[src/rtl/mem_loader.sv]
// Byte-stream to word-write loader for the instruction memory.
// Optional trailing checksum byte when MEM_LOADER_CHECKSUM_EN is defined.
module mem_loader #(
  parameter int ADDR_WIDTH = 10
) (
  input  logic                  clk,
  input  logic                  rst,
  input  logic                  start,
  input  logic                  abort,
  input  logic [ADDR_WIDTH-1:0] base_addr,
  input  logic [ADDR_WIDTH:0]   num_words,
  input  logic                  in_valid,
  input  logic [7:0]            in_data,
  output logic                  in_ready,
  output logic                  wr_en,
  output logic [ADDR_WIDTH-1:0] wr_addr,
  output logic [31:0]           wr_data,
  output logic                  busy,
  output logic                  done,
  output logic                  err
);

  localparam logic [ADDR_WIDTH:0] ONE = 1;
  localparam logic [ADDR_WIDTH:0] ZERO = '0;

`ifdef MEM_LOADER_CHECKSUM_EN
  typedef enum logic [2:0] {
    IDLE, RECV, WRITE, CHECK, DONE
  } state_t;
`else
  typedef enum logic [2:0] {
    IDLE, RECV, WRITE, DONE
  } state_t;
`endif

  state_t                state, nxt;
  logic [ADDR_WIDTH-1:0] base_q;
  logic [ADDR_WIDTH:0]   num_q;
  logic [ADDR_WIDTH:0]   word_cnt;
  logic [1:0]            byte_cnt;
  logic [31:0]           asm_q;
  logic                  xfer;
  logic                  last_word;

  assign xfer = in_valid && in_ready;
  assign last_word = (word_cnt == (num_q - ONE));

  always_comb begin
    nxt      = state;
    in_ready = 1'b0;
    wr_en    = 1'b0;
    busy     = 1'b0;
    done     = 1'b0;
    unique case (state)
      IDLE: begin
        if (start)
          nxt = (num_words == ZERO) ? DONE : RECV;
      end
      RECV: begin
        in_ready = 1'b1;
        busy     = 1'b1;
        if (xfer && byte_cnt == 2'd3)
          nxt = WRITE;
        if (abort)
          nxt = IDLE;
      end
      WRITE: begin
        wr_en = 1'b1;
        busy  = 1'b1;
        if (last_word)
`ifdef MEM_LOADER_CHECKSUM_EN
          nxt = CHECK;
`else
          nxt = DONE;
`endif
        else
          nxt = RECV;
        if (abort)
          nxt = IDLE;
      end
`ifdef MEM_LOADER_CHECKSUM_EN
      CHECK: begin
        in_ready = 1'b1;
        busy     = 1'b1;
        if (xfer)
          nxt = DONE;
        if (abort)
          nxt = IDLE;
      end
`endif
      DONE: begin
        done = 1'b1;
        nxt  = IDLE;
      end
      default: nxt = IDLE;
    endcase
  end

  always_ff @(posedge clk or posedge rst) begin
    if (rst) begin
      state    <= IDLE;
      base_q   <= '0;
      num_q    <= '0;
      word_cnt <= '0;
      byte_cnt <= '0;
      asm_q    <= '0;
      wr_addr  <= '0;
      wr_data  <= '0;
    end else begin
      state <= nxt;
      if (state == IDLE && start) begin
        base_q   <= base_addr;
        num_q    <= num_words;
        word_cnt <= '0;
        byte_cnt <= '0;
        asm_q    <= '0;
      end
      if (state == RECV && xfer) begin
        asm_q[{byte_cnt, 3'b000} +: 8] <= in_data;
        byte_cnt <= byte_cnt + 2'd1;
        // Output regs load on entry to WRITE so they hold afterwards
        if (byte_cnt == 2'd3 && !abort) begin
          wr_addr <= base_q + word_cnt[ADDR_WIDTH-1:0];
          wr_data <= {in_data, asm_q[23:0]};
        end
      end
      if (state == WRITE)
        word_cnt <= word_cnt + ONE;
    end
  end

`ifdef MEM_LOADER_CHECKSUM_EN
  logic [7:0] sum_q;
  logic       err_q;

  always_ff @(posedge clk or posedge rst) begin
    if (rst) begin
      sum_q <= '0;
      err_q <= 1'b0;
    end else begin
      if (state == IDLE && start) begin
        sum_q <= '0;
        err_q <= 1'b0;
      end
      if (state == RECV && xfer)
        sum_q <= sum_q + in_data;
      if (state == CHECK && xfer && !abort)
        err_q <= ((sum_q + in_data) != 8'd0);
    end
  end

  assign err = err_q;
`else
  assign err = 1'b0;
`endif

endmodule

[config.mk]
export PLATFORM = sky130hd
export DESIGN_NAME = mem_loader
export DESIGN_NICKNAME = d
export VERILOG_FILES = /design/src/rtl/mem_loader.sv
export SDC_FILE = /design/constraint.sdc
export NUM_CORES = 1
export LEC_CHECK = 0
export BUFFER_PORTS_ARGS = -buffer_cell sky130_fd_sc_hd__buf_2
export CORE_ASPECT_RATIO = 1.1
export CORE_MARGIN = 10
export CORE_UTILIZATION = 32
export DETAILED_ROUTE_END_ITERATION = 8
export PLACE_DENSITY = 0.59
export SLEW_MARGIN = 15
export SYNTH_ARGS = -nofsm -noshare
export SYNTH_HDL_FRONTEND = slang
export SYNTH_SLANG_ARGS = --single-unit
[constraint.sdc]
create_clock -name clk -period 5.5 [get_ports clk]
set_input_delay 0.275 -clock clk [delete_from_list [all_inputs] [get_ports clk]]
set_output_delay 0.275 -clock clk [all_outputs]
set_load 0.01 [all_outputs]
==> results of run 1 <==
-- final timing paths --
path                                    startpoint                     end  cells after the start
max in group asynchronous                      rst     asm_q[14]$_DFF_PP0_                      3
setup reg to reg           word_cnt[1]$_DFFE_PP0P_  wr_addr[7]$_DFFE_PP0P_                      7
min in group clk                      base_addr[1]   base_q[1]$_DFFE_PP0P_                      3
hold reg to reg             wr_addr[5]$_DFFE_PP0P_  wr_addr[5]$_DFFE_PP0P_                      2
hold / removal                                 rst   base_q[2]$_DFFE_PP0P_                      2
setup / recovery           word_cnt[1]$_DFFE_PP0P_  wr_addr[7]$_DFFE_PP0P_                      7
-- flip-flops by register name (all words and copies together), names as in the netlist --
| signal | cells |
|---|---|
| wr_data | 32 |
| asm_q | 24 |
| num_q | 11 |
| word_cnt | 11 |
| base_q | 10 |
| wr_addr | 10 |
| byte_cnt | 2 |
| state | 2 |
-- worst max-delay path: stages, from the launching register on --
cell and delay, ns:
dfrtp_1 0.45, ha_1 0.31, a21o_1 0.18, a21o_1 0.21
a2111oi_0 0.65, o31ai_1 0.18, xnor2_1 0.17, o21ai_1 0.07
-- stage by stage --
step	cells	util (%)
after floorplan	415	-
after global placement	676	36.6
after detailed placement	676	36.6
after CTS	692	38.8
after global routing	692	38.8
final	693	38.8
-- area by class of cell --
type | instances | area [um2]
tap | 196 | 245
timing repair buffer | 83 | 425
sequential | 102 | 2550
clock buffer | 9 | 225
antenna | 1 | 2.50
fill | 1507 | 9220
inverter | 19 | 73.8
multi-input combinational | 276 | 2210
clock inverter | 7 | 105
-- where the power goes --
| part | leakage (nW) | internal [W] | switching (W) | total (W) |
|---|---|---|---|---|
| Clock | 0.163 | 0.000406 | 0.000295 | 0.000701 |
| Combinational | 1.31 | 0.000377 | 0.000445 | 0.000822 |
| Sequential | 1.36 | 0.000916 | 0.000152 | 0.00107 |
| Total | 2.83 | 0.00170 | 0.000891 | 0.00259 |
-- layer usage --
metal / vias to the layer above / global-route usage [%]
li1: 1658 / -
met1: 1734 / 13.6
met2: 72 / 19.1
met3: 6 / 4.79
met4: 2 / 2.37
met5: - / 0
-- layout by cell type, fill, tap and decap left out, types with 5 or more instances in the layout --
master     Yosys  final
nor2_1         7      7
nor4_1         6      6
o21ai_0       14     14
a21oi_1       13     13
nand2_1       29     29
dfrtp_1      102    102
a22o_1        24     24
xnor2_1       16     16
buf_2          4     79
mux2_2        53     53
inv_1         19     18
nor3_1         8      8
o31ai_1        9      9
xor2_1         6      6
clkbuf_16      0      9
nand3_1       13     13
ha_1          20     20
o21ai_1        5      5
-- kinds of logic (layout without fill, tap and decap cells) --
logic type | count (synthesis) | count (layout) | synth area share, %
compound gates | 85 | 85 | 12.2
xor+xnor | 22 | 22 | 3.91
fa+ha+maj | 21 | 21 | 5.49
buf+inv | 37 | 118 | 3.30
flops | 102 | 102 | 51.9
mux | 55 | 55 | 12.5
other cells | 1 | 2 | 0.0762
simple gates | 92 | 92 | 10.6
==> flow_summary.yaml, run 1 <==
run_status:
  status: "finished, violations left"
  failed_checks: "negative hold slack"
drt:
  viasPerCell: 5.01
  num_vias: 3472
  drtIter0Drc: 215
  route.met3.wl_um: 762
  wl_per_cell_um: 17.0
  detail-route-antenna-nets: 0
  top_layer_used: "met5"
  wl_mm: 11.8
  drc: 0
  drt-pass1-iter-count: 4
  wl_met1_mm: 5.12
  routed-wl-met2_mm: 5.83
yosys:
  seq_area_frac_synth_pct: 51.9
  yosys-top-cells-count: "dfrtp_1, mux2_2, nand2_1"
  synth_cells: 415
  syn_nets: 470
  syn_avg_cell_area_um2: 11.9
  syn-cell-area_um2: 4920
  async_reset_ff_share_pct: 100
  synth_top_flop_cell: "dfrtp_1"
  ys_ff_latch: 102
  synth_area_leader_cell: "dfrtp_1"
  synth_top_area_share_pct: 51.9
  synth_edf_count: 0
  synth.area.top_cells: "dfrtp_1, mux2_2, ha_1"
  yosysUniqueCellTypes: 53
  synth_most_common_cell: "dfrtp_1"
  ys.warnings.count: 0
placed_design:
  hpwl_mm: 8.73
  dp_slack_ns: 3.20
  gp_congestion: 0.813
  post_dp_cell_area_um2: 5500
  io_buffers: 79
setup_path:
  startpoint_type: "flop"
  crit_required_ns: 5.71
  cp_max_fo: 6
  critPathArrivalTime_ns: 2.57
  endpoint_kind: "flop"
  crit_type: "flop to flop"
  reg2reg_slack_ns: 3.13
power:
  total_power_w: 0.00259
  p_per_area_nw_per_um2: 444
  ir_drop_uv: 224
  power.leakage_nw: 2.83
die:
  die_x_um: 138
  start_util_pct: 32.7
  rows: 47
  io_pins: 81
  die_area_um2: 20700
  dieHeight_um: 150
  coreArea_um2: 15100
sta:
  max_slew_margin_pct: 35.8
  fmax_mhz: 423
  fin_setup_tns_ns: 0
  layout_setup_ws_ns: 3.13
  drv_slew: 0
  skew_ns: 0.00603
  rsz0062_at_grt: "no"
  hold_ws_ns: -0.00620
  tightest_slew_ns: 0.956
  period_needed_ns: 2.37
  finalCritPeriodShare_pct: 43.0
  hold_violations: 6
  setup_viol: 0
layout:
  layout-drive-gt1-share_pct: 33.1
  fin_area_um2: 5840
  syn2layout_area_growth_pct: 18.6
  fin_nets: 546
cts:
  htree_levels: 3
  clkLatencyLatePin_ns: 0.35
  cts_sinks: 102
  cts_tree: "done"
  cts_hold_buf: 0
  cts_root_buf: "clkbuf_16"
  cts_max_path_buffers: 2
  post-cts-setup-buffer-count: 0
  cts.reportedPaths.clkPinSlew_ns: 0.07
  cts_inserted_buffers: 9
  cts_resized: 0
global_routing:
  grt_pass1_vias: 3741
  grt_max_degree: 57
  grt_pass1_wl_mm: 19.4
  grt_overflow: 0
  grt_util_all_layers_pct: 11.5
  antenna_found_initial: 2
flow_run:
  timing.max_cap.violations: 0
hold_path:
  hp-class: "input pin to async pin"
(Power assumes the default switching activity.)
==> inputs of run 2 (changes only) <==
==> constraint.sdc (replaced) <==
create_clock -name clk -period 2.45 [get_ports clk]
set_input_delay 0.1225 -clock clk [delete_from_list [all_inputs] [get_ports clk]]
set_output_delay 0.1225 -clock clk [all_outputs]
set_load 0.01 [all_outputs]
==> flow_summary.yaml, run 2 (synthesis gave the netlist of run 1 again) <==
drt:
  detail-route-antenna-nets: 0
  wl_per_cell_um: 17.2
  drc: 0
  num_vias: 3501
  drtIter0Drc: 177
  drt-pass1-iter-count: 4
  wl_mm: 12.1
  viasPerCell: 5.01
setup_path:
  startpoint_type: "flop"
  critPathMostFrequentCell: "a21o_1"
  crit_type: "flop to flop"
  crit_path_top_delay_cell: "a2111oi_0"
  critPathArrivalTime_ns: 2.51
  path_cells: "ha_1, a21o_1, a21o_1, a2111oi_0, o31ai_1, xnor2_1, o21ai_1"
  cp_max_fo: 6
  path_buf_inv: 0
  crit_required_ns: 2.68
  crit_family: "compound AO/OA/AOI/OAI gates"
  endpoint_kind: "flop"
  max_stage_delay_ns: 0.62
global_routing:
  antenna_found_initial: 1
  grt_max_degree: 103
  grt_pass1_vias: 3820
  grt_overflow: 0
  grt_util_all_layers_pct: 11.9
  grt_pass1_wl_mm: 20.1
die:
  coreArea_um2: 15100
  die_x_um: 138
  rows: 47
  io_pins: 81
  dieHeight_um: 150
  die_area_um2: 20700
  start_util_pct: 32.7
cts:
  clkLatencyLatePin_ns: 0.35
  cts_inserted_buffers: 9
  htree_levels: 3
  cts_sinks: 102
  post-cts-setup-buffer-count: 0
  cts_root_buf: "clkbuf_16"
  cts_max_path_buffers: 2
  cts_tree: "done"
  cts.reportedPaths.clkPinSlew_ns: 0.07
sta:
  layout_setup_ws_ns: 0.164
  finalCritPeriodShare_pct: 93.3
  max_slew_margin_pct: 31.5
  setup_viol: 0
  period_needed_ns: 2.29
  skew_ns: 0.00641
  drv_slew: 0
  hold_violations: 0
  fmax_mhz: 437
  rsz0062_at_grt: "no"
  fin_setup_tns_ns: 0
  tightest_slew_ns: 1.02
power:
  seqPwrFrac_pct: 41.3
  pwr-share-comb_pct: 32.3
  power.leakage_nw: 2.86
  ir_drop_uv: 441
  p_per_area_nw_per_um2: 985
  p_switching_w: 0.00199
  intPower_w: 0.00382
  p_clk_share_pct: 26.5
  swShare_pct: 34.2
run_status:
  status: "finished, final reports clean"
layout:
  final_common_cell: "dfrtp_1"
  fin_cells: 699
  fin_nets: 554
  layout_common_cells: "dfrtp_1, buf_2, mux2_2"
  syn2layout_area_growth_pct: 19.9
  n_antenna_cell: 0
  largest_register_ffs: 32
  layout-drive-gt1-share_pct: 33.0
  biggestRegsByFlops: "wr_data: 32 flops, asm_q: 24 flops"
  top_register: "wr_data"
flow_run:
  timing.max_cap.violations: 0
placed_design:
  dp_slack_ns: 0.191
  io_buffers: 79
  gp_congestion: 0.832
  dp.cells: 680
  hpwl_mm: 8.84
hold_path:
  hp-class: "input pin to flop"
## run 2: changes by cell type in the layout (fill, tap and decap cells not counted)
cell	delta
buf_4	+3
buf_12	+1
diode_2	-1
inv_8	-2
clkinvlp_4	+1
clkbuf_1	+1
inv_6	+2
inv_4	-1
clkinv_4	-2
dlygate4sd3_1	+4
## run 2: area by class of cell
type | instances | area, um2
Timing Repair Buffer | 91 | 508
Tap cell | 196 | 245
Fill cell | 1491 | 9160
Clock inverter | 5 | 82.6
Inverter | 19 | 75.1
Clock buffer | 10 | 229
Multi-Input combinational cell | 276 | 2210
Sequential cell | 102 | 2550
## run 2: path summary, 6_finish.rpt
kind                                          from                endpoint  slack, ns  cells after the start
max                        word_cnt[1]$_DFFE_PP0P_  wr_addr[7]$_DFFE_PP0P_       0.16                      7
min                                   base_addr[9]   base_q[9]$_DFFE_PP0P_      0.009                      2
min reg2reg                 wr_addr[5]$_DFFE_PP0P_  wr_addr[5]$_DFFE_PP0P_       0.48                      2
max in group asynchronous                      rst    num_q[5]$_DFFE_PP0P_       1.57                      4
max reg2reg                word_cnt[1]$_DFFE_PP0P_  wr_addr[7]$_DFFE_PP0P_       0.16                      7
min in group asynchronous                      rst   base_q[2]$_DFFE_PP0P_       0.47                      4
## run 2: per-layer routing
| metal | share of wire [%] | routed length (um) | global-route usage, % |
|---|---|---|---|
| met4 | 0.89 | 107 | 2.69 |
| met5 | 0.11 | 13 | 0 |
| met3 | 6.6 | 793 | 5.13 |
| met1 | 42 | 5010 | 13.1 |
| met2 | 51 | 6130 | 21.0 |
## run 2: worst reg2reg max path: cells and delay by family (launching register included)
family / cells / cell delay, ns
AO/OA/AOI/OAI: 5 / 1.25
flip-flops: 1 / 0.44
adder cells (fa/ha/maj): 1 / 0.31
XOR/XNOR: 1 / 0.16
## run 2: stage by stage
stage / power [W] / util, % / hold WS, ns / instance area (um2)
floorplan: 0.00374 / - / 0.239 / 4930
global route: 0.00621 / 39.2 / 0.0114 / 5900
CTS: 0.00589 / 39.2 / 0.00127 / 5900
finish: 0.00581 / 39.2 / 0.00864 / 5900
detailed placement: 0.00432 / 36.9 / 0.334 / 5550
global placement: 0.00425 / 36.9 / 0.327 / 5550
## run 2: what timing repair did
action                    CTS  global route
resized for setup           0             0
hold endpoints to repair  105             0
hold buffers                4             0
## run 2: power by group through the flow
stage                     combinational (W)  sequential, W  clock [W]
after global placement              0.00184        0.00241          0
after floorplan                     0.00138        0.00236          0
after detailed placement            0.00189        0.00243          0
after global routing                0.00211        0.00247    0.00164
final                               0.00187        0.00240    0.00154
after CTS                           0.00192        0.00240    0.00157
